<file path="src/rtl/mp_addsub_seq_if.sv">
// Operand/result bundle for the chunked multi-precision adder/subtractor.
// The master (control FSM) issues start and operands; the slave returns busy/done/result.
interface mp_addsub_seq_if #(
    parameter int WIDTH = 514
);
    logic             start;
    logic             subtract;
    logic             shift;
    logic [WIDTH-1:0] in_a;
    logic [WIDTH-1:0] in_b;
    logic             busy;
    logic             done;
    logic [WIDTH:0]   out_result;

    modport master (
        output start, subtract, shift, in_a, in_b,
        input  busy, done, out_result
    );

    modport slave (
        input  start, subtract, shift, in_a, in_b,
        output busy, done, out_result
    );
endinterface

</file>
<file path="src/rtl/mp_addsub_seq.sv">
// Multi-precision add/subtract, CHUNK bits per cycle through a registered carry,
// with optional halving (logical for add, arithmetic for subtract) of the WIDTH+1-bit result.
module mp_addsub_seq #(
    parameter int WIDTH = 514,
    parameter int CHUNK = 64
) (
    input  logic               clk,
    input  logic               resetn,
    mp_addsub_seq_if.slave     bus
);
    localparam int NCHUNK = (WIDTH + CHUNK - 1) / CHUNK;
    localparam int EXTW   = NCHUNK * CHUNK;
    localparam int CNT_W  = (NCHUNK > 1) ? $clog2(NCHUNK) : 1;

    typedef enum logic [1:0] {IDLE, CALC, FIN} state_t;

    state_t           state_q, state_d;
    logic [CNT_W-1:0] cnt_q, cnt_d;
    logic             carry_q, carry_d;
    logic             sub_q, shift_q;
    logic [EXTW-1:0]  a_q, b_q, acc_q, acc_d;
    logic [WIDTH:0]   result_q, result_d;
    logic [WIDTH:0]   raw;
    logic [CHUNK-1:0] a_ch, b_ch;
    logic [CHUNK:0]   sum;
    logic [31:0]      base;
    logic             last;

    function automatic logic [WIDTH:0] halve(input logic [WIDTH:0] val, input logic arith);
        return {arith & val[WIDTH], val[WIDTH:1]};
    endfunction

    assign base = 32'(cnt_q) * 32'(CHUNK);
    assign last = (cnt_q == CNT_W'(NCHUNK - 1));
    assign a_ch = a_q[base +: CHUNK];
    assign b_ch = b_q[base +: CHUNK];
    assign sum  = {1'b0, a_ch} + {1'b0, b_ch ^ {CHUNK{sub_q}}} + {{CHUNK{1'b0}}, carry_q};

    always_comb begin
        state_d = state_q;
        cnt_d   = cnt_q;
        carry_d = carry_q;
        acc_d   = acc_q;
        unique case (state_q)
            IDLE: begin
                if (bus.start) begin
                    state_d = CALC;
                    cnt_d   = '0;
                    carry_d = bus.subtract;
                end
            end
            CALC: begin
                acc_d[base +: CHUNK] = sum[CHUNK-1:0];
                carry_d              = sum[CHUNK];
                cnt_d                = cnt_q + CNT_W'(1);
                if (last) begin
                    state_d = FIN;
                    cnt_d   = '0;
                end
            end
            FIN:     state_d = IDLE;
            default: state_d = IDLE;
        endcase
    end

    // With no padding bits, bit WIDTH comes from the final carry (a borrow flag when subtracting).
    if (EXTW > WIDTH) begin : g_pad
        assign raw = acc_d[WIDTH:0];
    end else begin : g_exact
        assign raw = {sum[CHUNK] ^ sub_q, acc_d};
    end

    // The result lands on the edge that enters FIN so it is valid together with done.
    always_comb begin
        result_d = result_q;
        if (state_q == CALC && last) begin
            result_d = shift_q ? halve(raw, sub_q) : raw;
        end
    end

    always_ff @(posedge clk or negedge resetn) begin
        if (!resetn) begin
            state_q  <= IDLE;
            cnt_q    <= '0;
            carry_q  <= 1'b0;
            result_q <= '0;
        end else begin
            state_q  <= state_d;
            cnt_q    <= cnt_d;
            carry_q  <= carry_d;
            result_q <= result_d;
        end
    end

    always_ff @(posedge clk) begin
        acc_q <= acc_d;
        if (state_q == IDLE && bus.start) begin
            a_q     <= EXTW'(bus.in_a);
            b_q     <= EXTW'(bus.in_b);
            sub_q   <= bus.subtract;
            shift_q <= bus.shift;
        end
    end

    assign bus.busy       = (state_q == CALC);
    assign bus.done       = (state_q == FIN);
    assign bus.out_result = result_q;
endmodule

</file>
<file path="src/flat_wrapper.sv">
// flat-port wrapper written by rule: the top's interface ports become plain ports
module mp_addsub_seq_flat 
#(
    parameter int WIDTH = 514,
    parameter int CHUNK = 64
)
  (clk, resetn, bus_start, bus_subtract, bus_shift, bus_in_a, bus_in_b, bus_busy, bus_done, bus_out_result);
  mp_addsub_seq_if #(.WIDTH(WIDTH)) bus_i ();
  input  logic clk;
  input  logic resetn;
  input wire logic [$bits(bus_i.start)-1:0] bus_start;
  input wire logic [$bits(bus_i.subtract)-1:0] bus_subtract;
  input wire logic [$bits(bus_i.shift)-1:0] bus_shift;
  input wire logic [$bits(bus_i.in_a)-1:0] bus_in_a;
  input wire logic [$bits(bus_i.in_b)-1:0] bus_in_b;
  output wire logic [$bits(bus_i.busy)-1:0] bus_busy;
  output wire logic [$bits(bus_i.done)-1:0] bus_done;
  output wire logic [$bits(bus_i.out_result)-1:0] bus_out_result;
  assign bus_i.start = bus_start;
  assign bus_i.subtract = bus_subtract;
  assign bus_i.shift = bus_shift;
  assign bus_i.in_a = bus_in_a;
  assign bus_i.in_b = bus_in_b;
  assign bus_busy = bus_i.busy;
  assign bus_done = bus_i.done;
  assign bus_out_result = bus_i.out_result;
  mp_addsub_seq #(.WIDTH(WIDTH), .CHUNK(CHUNK)) u_core (.clk(clk), .resetn(resetn), .bus(bus_i));
endmodule
</file>
<file path="config.mk">
export PLATFORM = sky130hd
export DESIGN_NAME = mp_addsub_seq_flat
export DESIGN_NICKNAME = d
export VERILOG_FILES = /design/src/rtl/mp_addsub_seq_if.sv /design/src/rtl/mp_addsub_seq.sv /design/src/flat_wrapper.sv
export SDC_FILE = /design/constraint.sdc
export NUM_CORES = 2
export LEC_CHECK = 0
export CORE_AREA = 2 2 605 607
export DETAILED_ROUTE_END_ITERATION = 8
export DIE_AREA = 0 0 607 609
export PLACE_DENSITY = 0.52
export SETUP_SLACK_MARGIN = 0.5
export SLEW_MARGIN = 0
export SYNTH_ARGS = -nofsm -noshare
export SYNTH_HDL_FRONTEND = slang
export SYNTH_SLANG_ARGS = --single-unit
</file>
<file path="constraint.sdc">
create_clock -name clk -period 98.7 [get_ports clk]
set_input_delay 14.805 -clock clk [delete_from_list [all_inputs] [get_ports clk]]
set_output_delay 14.805 -clock clk [all_outputs]
set_load 0.03 [all_outputs]
</file>
==> impl_metrics.toml <==
[status]
status = "complete, no violations"

[synthesis]
synth_edf_count = 1030
syn_area_mm2 = 0.0839
synth_area_per_cell_um2 = 13.0
async_flop_share_pct = 25.3
syn_inst = 6469
yosysSeqAreaShare_pct = 64.7
ys.flop_type = "edfxtp_1"
synth_fp_nets = 7573
synth_warnings = 0
ys_seq_elements = 2067
synth_cell_type_count = 102

[die]
rows = 222
ioPinCount = 1550
die-area_mm2 = 0.370
die_y_um = 609
fp.coreArea_mm2 = 0.364
die_x_um = 607
initial_core_util_pct = 23.1

[worst_setup_path]
path_buf_inv = 6
cp_max_fo = 154
cp.arrival_ns = 19.89
crit_family = "buffers and inverters"
crit_chain = "clkdlybuf4s50_1, nor3b_2, buf_12, buf_4, buf_4, buf_12, buf_4"
max_stage_delay_ns = 1.00
crit_type = "in -> reg"
start_kind = "input pin"
critPathRequiredTime_ns = 99.22
slowest_stage = "buf_4"
crit_top_cell = "buf_4"
crit_path_end_kind = "register"

[layout]
multiInputGateArea_mm2 = 0.0274
register_area_mm2 = 0.0543
syn_to_final_growth_pct = 35.0
fillers = 36500
drive_above_1_share_pct = 11.7
fin_cells = 13000
nNetsFinal = 9076

[cts]
htree_levels = 4
post_cts_buffers = 0
clockRootBuffer = "clkbuf_16"
cts_buffers = 232
path_clk_slew_ns = 0.06
clock_sinks = 2067
clk_path_buf_depth = 4
clk_latency_ns = 0.96
ctsHoldBuffers = 0
cts_resized = 0
tritoncts = "done"

[global_routing]
antenna_found_initial = 174
track_usage_pct = 21.7
grt_overflow_total = 0
grt_max_degree = 155
grt_pass1_vias = 62500
grt_pass1_wl_um = 547000

[route]
dr_wl_met3_um = 25400
met2WireLength_um = 211000
top_layer_used = "met5"
firstDrtPassIters = 7
vias = 62000
drtIter0Drc = 5586
wl_met1_um = 152000
wl_per_cell_um = 31.7
route.detailed.drc = 0
antenna_left = 0
routed_via_density = 4.75
wirelength_um = 413000

[sta]
max_freq_mhz = 51.6
rsz0062_at_grt = "no"
hold_viol = 0
finalSetupViolCount = 0
slew_headroom_pct = 0.970
fin_crit_ns = 19.38
fin_setup_tns_ns = 0
clock_skew_ns = 0.0940
drv_slew = 0
worst_pin_slew_ns = 1.49
period_share_pct = 19.6

[placed_design]
dp_cells = 12600
dpl.hpwl_um = 316000
portBuffers = 1549
gp_congestion = 0.936

[worst_hold_path]
min-delay-path-class = "reg -> reg"

[job]
cap_violations = 0
==> per-stage QoR <==
step           hold slack (ns)  instance area [um2]  setup WS, ns  utilization, %
4_1_cts                  0.458               113000         79.54            31.1
5_1_grt                  0.477               113000         79.21            31.1
2_1_floorplan            0.419                83900          1.67               -
3_3_place_gp             0.432               106000         78.69            29.0
3_5_place_dp             0.443               106000         78.51            29.0
6_report                 0.449               113000         79.32            31.1
==> routing by layer <==
layer	up-vias	GRT usage, %
li1	27100	-
met1	31400	24.6
met2	2747	38.8
met3	722	3.85
met4	48	10.9
met5	-	0
==> flip-flops by register name, summed over array words and instances, names as in the netlist <==
register	flops
u_core.bus.out_result	515
u_core.sub_q	1
u_core.a_q	514
u_core.shift_q	1
u_core.cnt_q	4
u_core.acc_q	515
u_core.b_q	514
u_core.carry_q	1
u_core.state_q	2
==> worst min-delay path, delay by kind of cell (launching register included) <==
family | cells | cell delay [ns]
and+or+nand+nor | 2 | 0.12
DFF | 1 | 0.30
==> final timing paths <==
path / start / end / slack, ns / cells past startpoint
min in group asynchronous: resetn / u_core.bus.out_result[504] / 13.85 / 1
hold / removal: u_core.acc_q[447] / u_core.acc_q[447] / 0.45 / 2
max in group asynchronous: resetn / u_core.cnt_q[2] / 82.40 / 3
setup reg to reg: u_core.cnt_q[0] / u_core.bus.out_result[360] / 88.92 / 20
setup / recovery: bus_start / u_core.a_q[497] / 79.32 / 7
hold reg to reg: u_core.acc_q[447] / u_core.acc_q[447] / 0.45 / 2
==> synth_stat cells, drive strengths merged (101+ instances only) <==
master	instances	area (um2)
inv	251	942
nand2	886	3330
mux2i	216	2170
o221ai	120	1050
mux4	257	5790
dfxtp	515	10300
edfxtp	1030	30900
clkbuf	345	1290
o21ai	455	2300
o31ai	101	835
a21oi	278	1410
dfrtp	522	13100
nor2	356	1350
==> logic make-up after synthesis <==
logic type / count (synthesis) / synth area share [%]
fa+ha+maj: 71 / 1.08
mux: 505 / 9.92
simple gates: 1504 / 7.45
compound gates: 1506 / 12.3
flops: 2067 / 64.7
buf+inv: 691 / 3.15
xor+xnor: 125 / 1.39
==> area by class of cell <==
| type | instances | area share (%) |
|---|---|---|
| Multi-Input combinational cell | 3711 | 24.2 |
| Clock buffer | 316 | 5.68 |
| Inverter | 252 | 0.844 |
| Antenna cell | 64 | 0.141 |
| Tap cell | 4816 | 5.32 |
| Sequential cell | 2067 | 47.9 |
| Clock inverter | 113 | 1.05 |
| Timing Repair Buffer | 1708 | 14.8 |
==> cell usage in the layout, fill, tap and decap left out, drive strengths merged, types with 54 or more instances in the layout <==
cell | netlist | routed
a21oi | 278 | 278
a22o | 59 | 59
a22oi | 75 | 75
buf | 94 | 160
clkbuf | 345 | 316
clkdlybuf4s50 | 0 | 1548
clkinv | 1 | 74
dfrtp | 522 | 522
dfxtp | 515 | 515
diode | 0 | 64
edfxtp | 1030 | 1030
ha | 69 | 69
inv | 251 | 262
mux2i | 216 | 216
mux4 | 257 | 257
nand2 | 886 | 886
nor2 | 356 | 356
nor3 | 56 | 56
o21a | 54 | 54
o21ai | 455 | 455
o221ai | 120 | 120
o31ai | 101 | 101
xor2 | 90 | 90
Power is left out: the tool's default activity adds up to more than one toggle a clock period on the data nets, which glitch-free logic cannot reach.
